[src/rtl/imm_gen_pipe.sv]
// imm_gen_pipe: RV32I/RV64I immediate decoder with PC-relative target, feeding a
// valid/ready output stage that is either a 2-entry skid buffer or a single register.
`default_nettype none

module imm_gen_pipe #(
  parameter int XLEN = 32,
  parameter bit SKID = 1'b1
) (
  input  logic            clk,
  input  logic            rst_n,
  input  logic            flush,
  input  logic            in_valid,
  output logic            in_ready,
  input  logic [31:0]     in_inst,
  input  logic [2:0]      in_sel,
  input  logic [XLEN-1:0] in_pc,
  output logic            out_valid,
  input  logic            out_ready,
  output logic [XLEN-1:0] out_imm,
  output logic [XLEN-1:0] out_target,
  output logic            out_illegal
);

  localparam logic [1:0] c_EMPTY = 2'd0;
  localparam logic [1:0] c_ONE   = 2'd1;
  localparam logic [1:0] c_FULL  = 2'd2;

  logic [5:0]      w_shamt;
  logic [31:0]     w_imm32;
  logic            w_illegal;
  logic [XLEN-1:0] w_imm;
  logic [XLEN-1:0] w_target;
  logic            w_unused_ok;

  logic [1:0]      state_q, state_d;
  logic [XLEN-1:0] out_imm_q, out_target_q;
  logic            out_illegal_q;
  logic [XLEN-1:0] skid_imm_q, skid_target_q;
  logic            skid_illegal_q;

  logic            w_accept, w_drain;
  logic            w_load_new, w_load_skid, w_fill_skid;

  // Opcode field never feeds an immediate.
  assign w_unused_ok = &{1'b0, in_inst[6:0]};

  if (XLEN == 64) begin : g_shamt64
    assign w_shamt = in_inst[25:20];
  end else begin : g_shamt32
    assign w_shamt = {1'b0, in_inst[24:20]};
  end

  always_comb begin
    w_imm32   = 32'd0;
    w_illegal = 1'b0;
    case (in_sel)
      3'b000: w_imm32 = {in_inst[31:12], 12'h000};
      3'b001: w_imm32 = {{20{in_inst[31]}}, in_inst[31:20]};
      3'b010: w_imm32 = {{20{in_inst[31]}}, in_inst[31:25], in_inst[11:7]};
      3'b011: w_imm32 = {{19{in_inst[31]}}, in_inst[31], in_inst[7], in_inst[30:25],
                         in_inst[11:8], 1'b0};
      3'b100: w_imm32 = {{11{in_inst[31]}}, in_inst[31], in_inst[19:12], in_inst[20],
                         in_inst[30:21], 1'b0};
      3'b101: w_imm32 = {26'd0, w_shamt};
      3'b110: w_imm32 = {27'd0, in_inst[19:15]};
      default: w_illegal = 1'b1;
    endcase
  end

  // SHAMT/ZIMM have bit 31 clear, so one sign-extension covers every selector.
  if (XLEN == 64) begin : g_ext64
    assign w_imm = {{32{w_imm32[31]}}, w_imm32};
  end else begin : g_ext32
    assign w_imm = w_imm32;
  end

  assign w_target = in_pc + w_imm;

  assign out_valid   = (state_q != c_EMPTY);
  assign out_imm     = out_imm_q;
  assign out_target  = out_target_q;
  assign out_illegal = out_illegal_q;

  if (SKID) begin : g_skid_ready
    assign in_ready = (state_q != c_FULL);
  end else begin : g_reg_ready
    assign in_ready = ~out_valid | out_ready;
  end

  assign w_accept = in_valid & in_ready & ~flush;
  assign w_drain  = out_valid & out_ready;

  always_comb begin
    state_d     = state_q;
    w_load_new  = 1'b0;
    w_load_skid = 1'b0;
    w_fill_skid = 1'b0;
    if (flush) begin
      state_d = c_EMPTY;
    end else begin
      case (state_q)
        c_EMPTY: begin
          if (w_accept) begin
            state_d    = c_ONE;
            w_load_new = 1'b1;
          end
        end
        c_ONE: begin
          if (w_accept && w_drain) begin
            w_load_new = 1'b1;
          end else if (w_accept) begin
            if (SKID) begin
              state_d     = c_FULL;
              w_fill_skid = 1'b1;
            end
          end else if (w_drain) begin
            state_d = c_EMPTY;
          end
        end
        c_FULL: begin
          if (w_drain) begin
            state_d     = c_ONE;
            w_load_skid = 1'b1;
          end
        end
        default: state_d = c_EMPTY;
      endcase
    end
  end

  always_ff @(posedge clk or negedge rst_n) begin
    if (!rst_n) begin
      state_q        <= c_EMPTY;
      out_imm_q      <= '0;
      out_target_q   <= '0;
      out_illegal_q  <= 1'b0;
      skid_imm_q     <= '0;
      skid_target_q  <= '0;
      skid_illegal_q <= 1'b0;
    end else begin
      state_q <= state_d;
      if (w_load_new) begin
        out_imm_q     <= w_imm;
        out_target_q  <= w_target;
        out_illegal_q <= w_illegal;
      end else if (w_load_skid) begin
        out_imm_q     <= skid_imm_q;
        out_target_q  <= skid_target_q;
        out_illegal_q <= skid_illegal_q;
      end
      if (w_fill_skid) begin
        skid_imm_q     <= w_imm;
        skid_target_q  <= w_target;
        skid_illegal_q <= w_illegal;
      end
    end
  end

endmodule

`default_nettype wire

[config.mk]
export PLATFORM = sky130hd
export DESIGN_NAME = imm_gen_pipe
export DESIGN_NICKNAME = d
export VERILOG_FILES = /design/src/rtl/imm_gen_pipe.sv
export SDC_FILE = /design/constraint.sdc
export NUM_CORES = 1
export LEC_CHECK = 0
export BUFFER_PORTS_ARGS = -buffer_cell sky130_fd_sc_hd__buf_2
export CAP_MARGIN = 15
export CORE_MARGIN = 2
export CORE_UTILIZATION = 34
export DETAILED_ROUTE_END_ITERATION = 16
export GPL_ROUTABILITY_DRIVEN = 0
export PLACE_DENSITY = 0.5
export SLEW_MARGIN = 10
export SYNTH_ARGS = -nofsm -noshare
export SYNTH_HDL_FRONTEND = slang
export SYNTH_SLANG_ARGS = --single-unit
[constraint.sdc]
create_clock -name clk -period 4.9 [get_ports clk]
set_input_delay 0.49 -clock clk [delete_from_list [all_inputs] [get_ports clk]]
set_output_delay 0.49 -clock clk [all_outputs]
set_load 0.01 [all_outputs]
==> metrics.txt, run 1 <==
first-pass GRT wire length around 35 mm; top_reg_cell synth dfrtp_1; clk_lat worst skew 0.43 ns; Critical Path RT 5.19 ns; width of the die ~150 um; Die Y 151 um; Overall Power around 0.0037 W; synth unique cells 61; RR Startpoint state_q[1]; layout cells sized above 1 approximately a fifth; Worst setup SP type input port; Clk pin slew, worst setup/hold paths 0.07 ns; measured slew at the worst slew-check pin 0.975 ns; PortBufs 131; die area about 23,000 um^2; Area growth, synth to finish 19.5%; CP Launch Point in_sel[2]; DP HPWL about 16 mm; Worst R2R End out_target[25]; total negative setup slack 0 ns; max-slew violations 0; post-synthesis cell area between 7000 and 8000 um^2; DRC viols 0; GRT Util Overall around 20%; root buffer cell clkbuf_16; register area 3300 um^2; Critical Path AT slightly below 4 ns; filler cell count 2,157; CTS Buffer Depth 2; Reg2Reg Setup Slack 2.55 ns; Yosys Warn Count 0; Crit-path slowest cell a2111oi_0; largest cells by area after synthesis dfrtp_1 (45%), nand2_1 (7.7%), o21ai_0 (6.7%), ha_1 (5.3%), a22oi_1 (4.5%); Iter 0 DRT Violations 378; Register-to-Register Path Depth 7; cell taking the most area after synthesis dfrtp_1; most frequent cells after synthesis nand2_1 (151), dfrtp_1 (132), o21ai_0 (99); Avg Inst Size Synth 8.98 um^2; Worst Hold Class input port to async pin; Final Hold Violating Endpoints 0; stages on the worst setup path 14; Final Setup Violations 0; Top cell by count, worst path a21oi_1; Tmin final roughly 3.6 ns; CTS Buf Count 17; final core utilization 41.6%; register area share after synthesis 44.8%; Ports ~140; crit-path cells buf_2, nor3_1, buf_4, nor2b_1, and2_1, a21oi_1, inv_1, ha_1, a21oi_1, o21ai_0, a2111oi_0, a2bb2oi_2, xor2_1, o21ai_1; status finished, final reports clean; Rows 53; crit path kind input port to flip-flop; worst clock skew 0.0112 ns; Antenna diodes 0; maximum VDD drop between 0.2 and 0.25 mV; WL per Instance 18.2 um; count leader, synth nand2_1; clock sinks between 100 and 150; share of flip-flops with an asynchronous set or reset 100%; RSZ-0062 raised after global routing no; Pre-Repair DR Iteration Count 5; Leak Pwr 4.40 nW; # placed instances 1,191; crit path capture out_target[29]; EDFF count, synth 0; number of gates resized after CTS 0; Vias per Instance around 5.2; sum of buffers and inverters on the critical path 3; fin crit share ~74%; initial antenna violation count 0; setup bufs post-CTS 0; starting density of the core a little over a third; Yosys reg bits 132; CTS tree built; Core ar. around 21,000 um^2; Synth Instances ~800; vias in the first global route 6,174; H-tree lvl count 4; crit-path max FO 12; Relative slew margins 34.9%; largest net degree at the start of global routing 95; Post-Route WL 22.2 mm; CTS Hold Bufs 0; number of max-cap violations 0; gr ovfl total 0; Vias 6,311; fin nets approximately 1.0k; Crit path max-delay family compound AO/OA/AOI/OAI gates; Pwr Density roughly 420 nW/um^2; CP max stage delay 0.60 ns; number of standard cells in the final layout excluding fillers 1,223; syn nets 924; critical path capture point type flip-flop; Post-DRT Antenna Nets 0; post-synth top area share 44.8%; f_max 276 MHz; area of the multi-input gates 3680 um^2
-- final cells by class --
class / count / share of cell area, %
Multi-Input combinational cell: 601 / 41.8
Sequential cell: 132 / 37.5
Timing Repair Buffer: 141 / 8.37
Clock buffer: 18 / 4.99
Tap cell: 275 / 3.91
Inverter: 42 / 1.79
Clock inverter: 14 / 1.63
-- how the worst min path moves through the flow --
stage / from / to / slack (ns) / cells after the start
floorplan: rst_n / out_illegal / 0.19 / 0
global placement: skid_target_q[1] / skid_target_q[1] / 0.46 / 2
detailed placement: out_target[0] / out_target[0] / 0.46 / 2
CTS: rst_n / out_imm[9] / 0.18 / 1
global route: rst_n / out_target[18] / 0.20 / 1
finish: rst_n / out_imm[9] / 0.14 / 1
-- routing by layer --
layer	up-vias	track usage (%)	share of wire [%]
met5	-	0	0
met2	141	31.7	46
met1	3007	27.7	48
li1	3141	-	-
met3	22	3.46	4.0
met4	0	7.34	2.1
-- metrics by stage --
step / area, um^2 / hold WS (ns) / worst slack [ns]
after floorplan: 7370 / 0.194 / 1.35
after global routing: 8800 / 0.205 / 0.941
final: 8800 / 0.142 / 1.28
after global placement: 8220 / 0.461 / 0.876
after CTS: 8800 / 0.184 / 1.31
after detailed placement: 8220 / 0.463 / 0.870
-- cells by family after synthesis --
kind of cell / after synthesis / synth area share (%)
AO/OA/AOI/OAI: 286 / 25.7
AND/OR/NAND/NOR: 251 / 14.6
flip-flops: 132 / 44.8
buffers and inverters: 87 / 5.44
adder cells (fa/ha/maj): 32 / 5.54
XOR/XNOR: 29 / 3.45
multiplexers: 3 / 0.442
-- cell usage in the layout, fill, tap and decap left out, types with 4 or more instances in the layout --
cell type,netlist,final
nand2_1,151,151
buf_4,0,10
nor3_1,4,4
nand2b_1,5,5
or3_1,6,5
a21oi_1,59,59
nand4_1,8,8
o21bai_1,6,6
clkbuf_16,0,17
ha_1,31,31
a21o_1,13,13
clkinvlp_4,0,4
nor2b_1,8,8
buf_2,4,130
o21ai_0,99,99
a222oi_1,4,4
clkinv_4,0,4
xor2_1,15,15
nor2_1,51,50
dfrtp_1,132,132
a22oi_1,44,44
o21ai_1,9,9
xnor2_1,14,14
inv_1,42,42
a221o_1,20,20
-- where the power goes --
group / switching (W) / internal, W
logic: 0.000552 / 0.000381
registers: 0.000157 / 0.00136
clock network: 0.000541 / 0.000725
-- registers in the layout, indices dropped and copies added (netlist names) --
name,count
out_illegal,1
out_imm,32
skid_illegal_q,1
state_q,2
skid_imm_q,32
out_target,32
skid_target_q,32
-- worst register-to-register path: stages (launching register included) --
cell and delay [ns]:
dfrtp_1 0.42, nand2b_1 0.20, nor3_2 0.06, buf_4 0.20, nor2_4 0.58, buf_4 0.54, a22oi_1 0.17, o21ai_1 0.11
Power figures use the tool's default switching activity.
==> inputs of run 2 (changes only) <==
--- a/config.mk
+++ b/config.mk
@@ -11,7 +11,7 @@
 export CORE_UTILIZATION = 34
 export DETAILED_ROUTE_END_ITERATION = 16
 export GPL_ROUTABILITY_DRIVEN = 0
-export PLACE_DENSITY = 0.5
+export PLACE_DENSITY = 0.52
 export SLEW_MARGIN = 10
 export SYNTH_ARGS = -nofsm -noshare
 export SYNTH_HDL_FRONTEND = slang
==> constraint.sdc (replaced) <==
create_clock -name clk -period 3.2 [get_ports clk]
set_input_delay 0.32 -clock clk [delete_from_list [all_inputs] [get_ports clk]]
set_output_delay 0.32 -clock clk [all_outputs]
set_load 0.01 [all_outputs]
==> metrics.txt, run 2 (same netlist as run 1, synthesis figures left out) <==
status finished, final reports clean; gr ovfl total 0; crit-path cells buf_4, nor2b_4, buf_4, nand2_1, o21ai_0, a222oi_1, buf_4, inv_1, ha_4, a21o_1, a311oi_4, o311ai_4, o21ai_4, nor3_2, nor2_1, xor2_1, o21ai_0; measured slew at the worst slew-check pin 1.00 ns; Setup Slack @ Placement -0.459 ns; maximum VDD drop between 0.3 and 0.4 mV; number of max-cap violations 0; Overall Power 0.00605 W; Critical Path RT 3.47 ns; Post-DRT Antenna Nets 0; WL per Instance around 17 um; Pre-Repair DR Iteration Count 5; die area 22,900 um^2; Core ar. 21,200 um^2; starting density of the core 34.8%; Tmin final roughly 3.1 ns; Register-to-Register Path Depth 7; fin crit share between 90% and 100%; register area 3300 um^2; CTS Buf Count 17; Hold Worst Slack 0.115 ns; Crit path max-delay family compound AO/OA/AOI/OAI gates; Reg2Reg Setup Slack 1.13 ns; Critical Path AT 3.33 ns; DRC viols 0; layout cells sized above 1 33.5%; hold endpoint state_q[1]; Crit-path slowest cell a311oi_4; most frequent cells in the layout buf_4 (162), nand2_1 (147), dfrtp_1 (132), buf_2 (129), o21ai_0 (98); vias in the first global route between 6k and 7k; CTS Buffer Depth 2; final std cell area, no fill approximately 10,000 um^2; Worst R2R End out_target[3]; worst hold start out_ready; Pwr Density about 600 nW/um^2; Relative slew margins 33.3%; Leak Pwr 5.19 nW; Hold Path Depth 2; area of the multi-input gates 3780 um^2; Area growth, synth to finish 37.4%; Vias per Instance between 5 and 6; PortBufs 131; critical path capture point type flip-flop; first-pass GRT wire length 36.9 mm; Final Hold Violating Endpoints 0; leading cell type in the layout, fill and taps excluded buf_4; RR Startpoint state_q[1]; width of the die ~150 um; root buffer cell clkbuf_16; sum of buffers and inverters on the critical path 4; Iter 0 DRT Violations 355; clock sinks 132; Final Setup Violations 0; fin nets 1,194; Worst setup SP type input port; Top cell by count, worst path buf_4; worst setup margin 0.145 ns; Rows 53; RSZ-0062 raised after global routing yes; crit-path max FO 9; H-tree lvl count 4; Post-Route WL roughly 24 mm; CTS tree built; initial antenna violation count 0; clk_lat worst skew 0.43 ns; worst clock skew 0.00972 ns; post-placement cell area between 9000 and 10,000 um^2; GRT Util Overall 21.4%; max-slew violations 0; DP HPWL 17.6 mm; largest net degree at the start of global routing 97; Die Y 151 um; Clk pin slew, worst setup/hold paths 0.07 ns; crit path kind input port to flip-flop; filler cell count 2,099; Worst Hold Class input port to flip-flop; Ports 139; Antenna diodes 0; CP max stage delay 0.48 ns; f_max approximately 330 MHz; Vias ~7k
==> run 2: layout make-up <==
cell class | count | area share, %
multi-input combinational | 601 | 37.3
clock inverter | 14 | 1.51
timing repair buffer | 296 | 19.2
sequential | 132 | 32.6
clock buffer | 18 | 4.34
tap | 275 | 3.40
inverter | 42 | 1.56
==> run 2: power by group <==
part / internal [W] / switching [W] / total, W
logic: 0.000829 / 0.000923 / 0.00175
clock network: 0.00113 / 0.000852 / 0.00198
registers: 0.00208 / 0.000240 / 0.00232
==> run 2: worst max-delay path by stage <==
| stage | slack, ns | cells past startpoint | start | endpoint |
|---|---|---|---|---|
| 2_1_floorplan | -0.09 | 16 | in_sel[1] | skid_target_q[23] |
| 3_3_place_gp | -0.44 | 17 | in_sel[1] | skid_target_q[26] |
| 3_5_place_dp | -0.46 | 17 | in_sel[1] | skid_target_q[26] |
| 4_1_cts | 0.07 | 16 | in_sel[1] | skid_target_q[26] |
| 5_1_grt | -0.04 | 16 | in_sel[0] | skid_target_q[29] |
| 6_report | 0.14 | 17 | in_sel[1] | skid_target_q[17] |
==> run 2: layer usage <==
| metal | global-route usage [%] | vias to the layer above | routed length [um] |
|---|---|---|---|
| met2 | 33.3 | 162 | 11000 |
| met5 | 0 | - | 0 |
| li1 | - | 3441 | - |
| met3 | 3.64 | 30 | 1070 |
| met4 | 7.85 | 0 | 586 |
| met1 | 29.8 | 3266 | 10900 |
==> run 2: what timing repair did <==
action	4_1_cts	5_1_grt
endpoints found under the hold margin	78	0
hold buffers	1	0
pin swaps	1	15
resized for setup	1	18
buffers inserted	0	6
setup endpoints to repair	2	25
==> run 2: through the flow <==
stage | std cells | utilization [%] | setup TNS [ns]
CTS | 1375 | 47.4 | 0
finish | 1378 | 47.8 | 0
global placement | 1342 | 44.5 | -10.24
global route | 1378 | 47.8 | -0.0692
detailed placement | 1342 | 44.5 | -10.94
floorplan | 820 | - | -0.333
==> inputs of run 3 (changes only) <==
--- a/config.mk
+++ b/config.mk
@@ -5,13 +5,13 @@
 export SDC_FILE = /design/constraint.sdc
 export NUM_CORES = 1
 export LEC_CHECK = 0
-export BUFFER_PORTS_ARGS = -buffer_cell sky130_fd_sc_hd__buf_2
 export CAP_MARGIN = 15
 export CORE_MARGIN = 2
 export CORE_UTILIZATION = 34
 export DETAILED_ROUTE_END_ITERATION = 16
+export DONT_BUFFER_PORTS = 1
 export GPL_ROUTABILITY_DRIVEN = 0
-export PLACE_DENSITY = 0.52
+export PLACE_DENSITY = 0.47
 export SLEW_MARGIN = 10
 export SYNTH_ARGS = -nofsm -noshare
 export SYNTH_HDL_FRONTEND = slang
==> metrics.txt, run 3 (same netlist as run 1, synthesis figures left out) <==
Setup Slack @ Placement -0.296 ns; largest net degree at the start of global routing around 130; Worst Hold Class input port to async pin; H-tree lvl count 4; WL per Instance 19.8 um; fin nets 985; Area growth, synth to finish 19.3%; failing checks negative hold slack; leading cell type in the layout, fill and taps excluded nand2_1; CTS Buffer Depth 2; initial antenna violation count 0; layout cells sized above 1 between 15 and 20%; CTS Buf Count 17; Iter 0 DRT Violations about 430; fin crit share 97.1%; Antenna diodes 0; measured slew at the worst slew-check pin 1.00 ns; critical path capture point type flip-flop; Pwr Density roughly 650 nW/um^2; max-slew violations 0; most frequent cells in the layout nand2_1 (151), dfrtp_1 (132), o21ai_0 (98), buf_4 (84), a21oi_1 (59); maximum VDD drop 0.343 mV; Relative slew margins 33.4%; starting density of the core 34.8%; GRT Util Overall about a fifth; Post-Route WL 23.1 mm; Core ar. between 20,000 and 25,000 um^2; gr ovfl total 0; vias in the first global route 6,249; worst clock skew 0.00711 ns; clk_lat worst skew 0.42 ns; PortBufs 0; Tmin final 3.11 ns; clock sinks between 100 and 150; root buffer cell clkbuf_16; Rows 53; CTS tree built; CTS Hold Bufs 2; setup bufs post-CTS 0; Ports 139; Worst setup SP type input port; status finished with violations; Vias per Instance 5.41; DP HPWL 17.2 mm; worst setup margin 0.0933 ns; RSZ-0062 raised after global routing no; post-placement cell area 8150 um^2; DRC viols 0; Hold Worst Slack -0.403 ns; crit path kind input port to flip-flop; width of the die 151 um; Final Setup Violations 0; f_max 322 MHz; first-pass GRT wire length 35.5 mm; Die Y 151 um; die area between 20,000 and 25,000 um^2; Critical Path AT 3.37 ns; crit-path max FO 12; final std cell area, no fill 8790 um^2; Vias 6,325; Clk pin slew, worst setup/hold paths 0.06 ns; Pre-Repair DR Iteration Count 7; Final Hold Violating Endpoints approximately 130; Leak Pwr 4.24 nW; Post-DRT Antenna Nets 0; Critical Path RT 3.46 ns; number of gates resized after CTS 0; filler cell count 2,097; number of max-cap violations 0
==> run 3: final cells by class <==
class | count | area, um^2 | share of cell area [%]
timing repair buffer | 87 | 671 | 7.63
sequential | 132 | 3300 | 37.6
inverter | 42 | 158 | 1.79
clock inverter | 14 | 176 | 2.01
clock buffer | 18 | 439 | 5.00
tap | 275 | 344 | 3.92
multi-input combinational | 601 | 3700 | 42.1
==> run 3: worst paths after layout <==
kind,start,endpoint,depth (start not counted),slack (ns)
min in group clk,in_sel[2],skid_illegal_q,2,0.11
setup reg to reg,state_q[0],out_imm[24],6,0.90
max in group asynchronous,rst_n,skid_imm_q[24],0,3.42
hold / removal,rst_n,out_imm[6],0,-0.40
hold reg to reg,skid_target_q[30],skid_target_q[30],2,0.47
setup / recovery,in_sel[1],skid_target_q[26],16,0.09
==> run 3: routing by layer <==
metal  wire length (um)  track usage, %
met5                  0               0
met3               1610            6.20
met1               9790            25.5
met4                422            6.45
met2              11300            34.9
==> run 3: per-stage QoR <==
stage	instances	util (%)	setup TNS (ns)	power [W]
2_1_floorplan	820	-	-0.333	0.00323
3_3_place_gp	1135	38.5	-1.77	0.00365
3_5_place_dp	1135	38.5	-2.96	0.00371
4_1_cts	1169	41.5	0	0.00579
5_1_grt	1169	41.5	0	0.00607
6_report	1169	41.5	0	0.00574
==> run 3: worst max-delay path, cell delays in order <==
cell and delay [ns]:
nor2b_4 0.11, buf_4 0.13, nand2_1 0.05, o21ai_0 0.07
a222oi_1 0.34, buf_4 0.19, inv_1 0.05, ha_1 0.31
a21o_1 0.21, a221o_1 0.43, o2bb2ai_1 0.23, a21oi_2 0.25
a21oi_1 0.11, xnor2_1 0.32, buf_4 0.18, o21ai_0 0.06
==> run 3: report_power, final <==
| group | switching [W] | internal (W) | total, W |
|---|---|---|---|
| clock network | 0.000809 | 0.00126 | 0.00206 |
| registers | 0.000369 | 0.00208 | 0.00245 |
| logic | 0.000665 | 0.000557 | 0.00122 |
| total | 0.00184 | 0.00389 | 0.00574 |
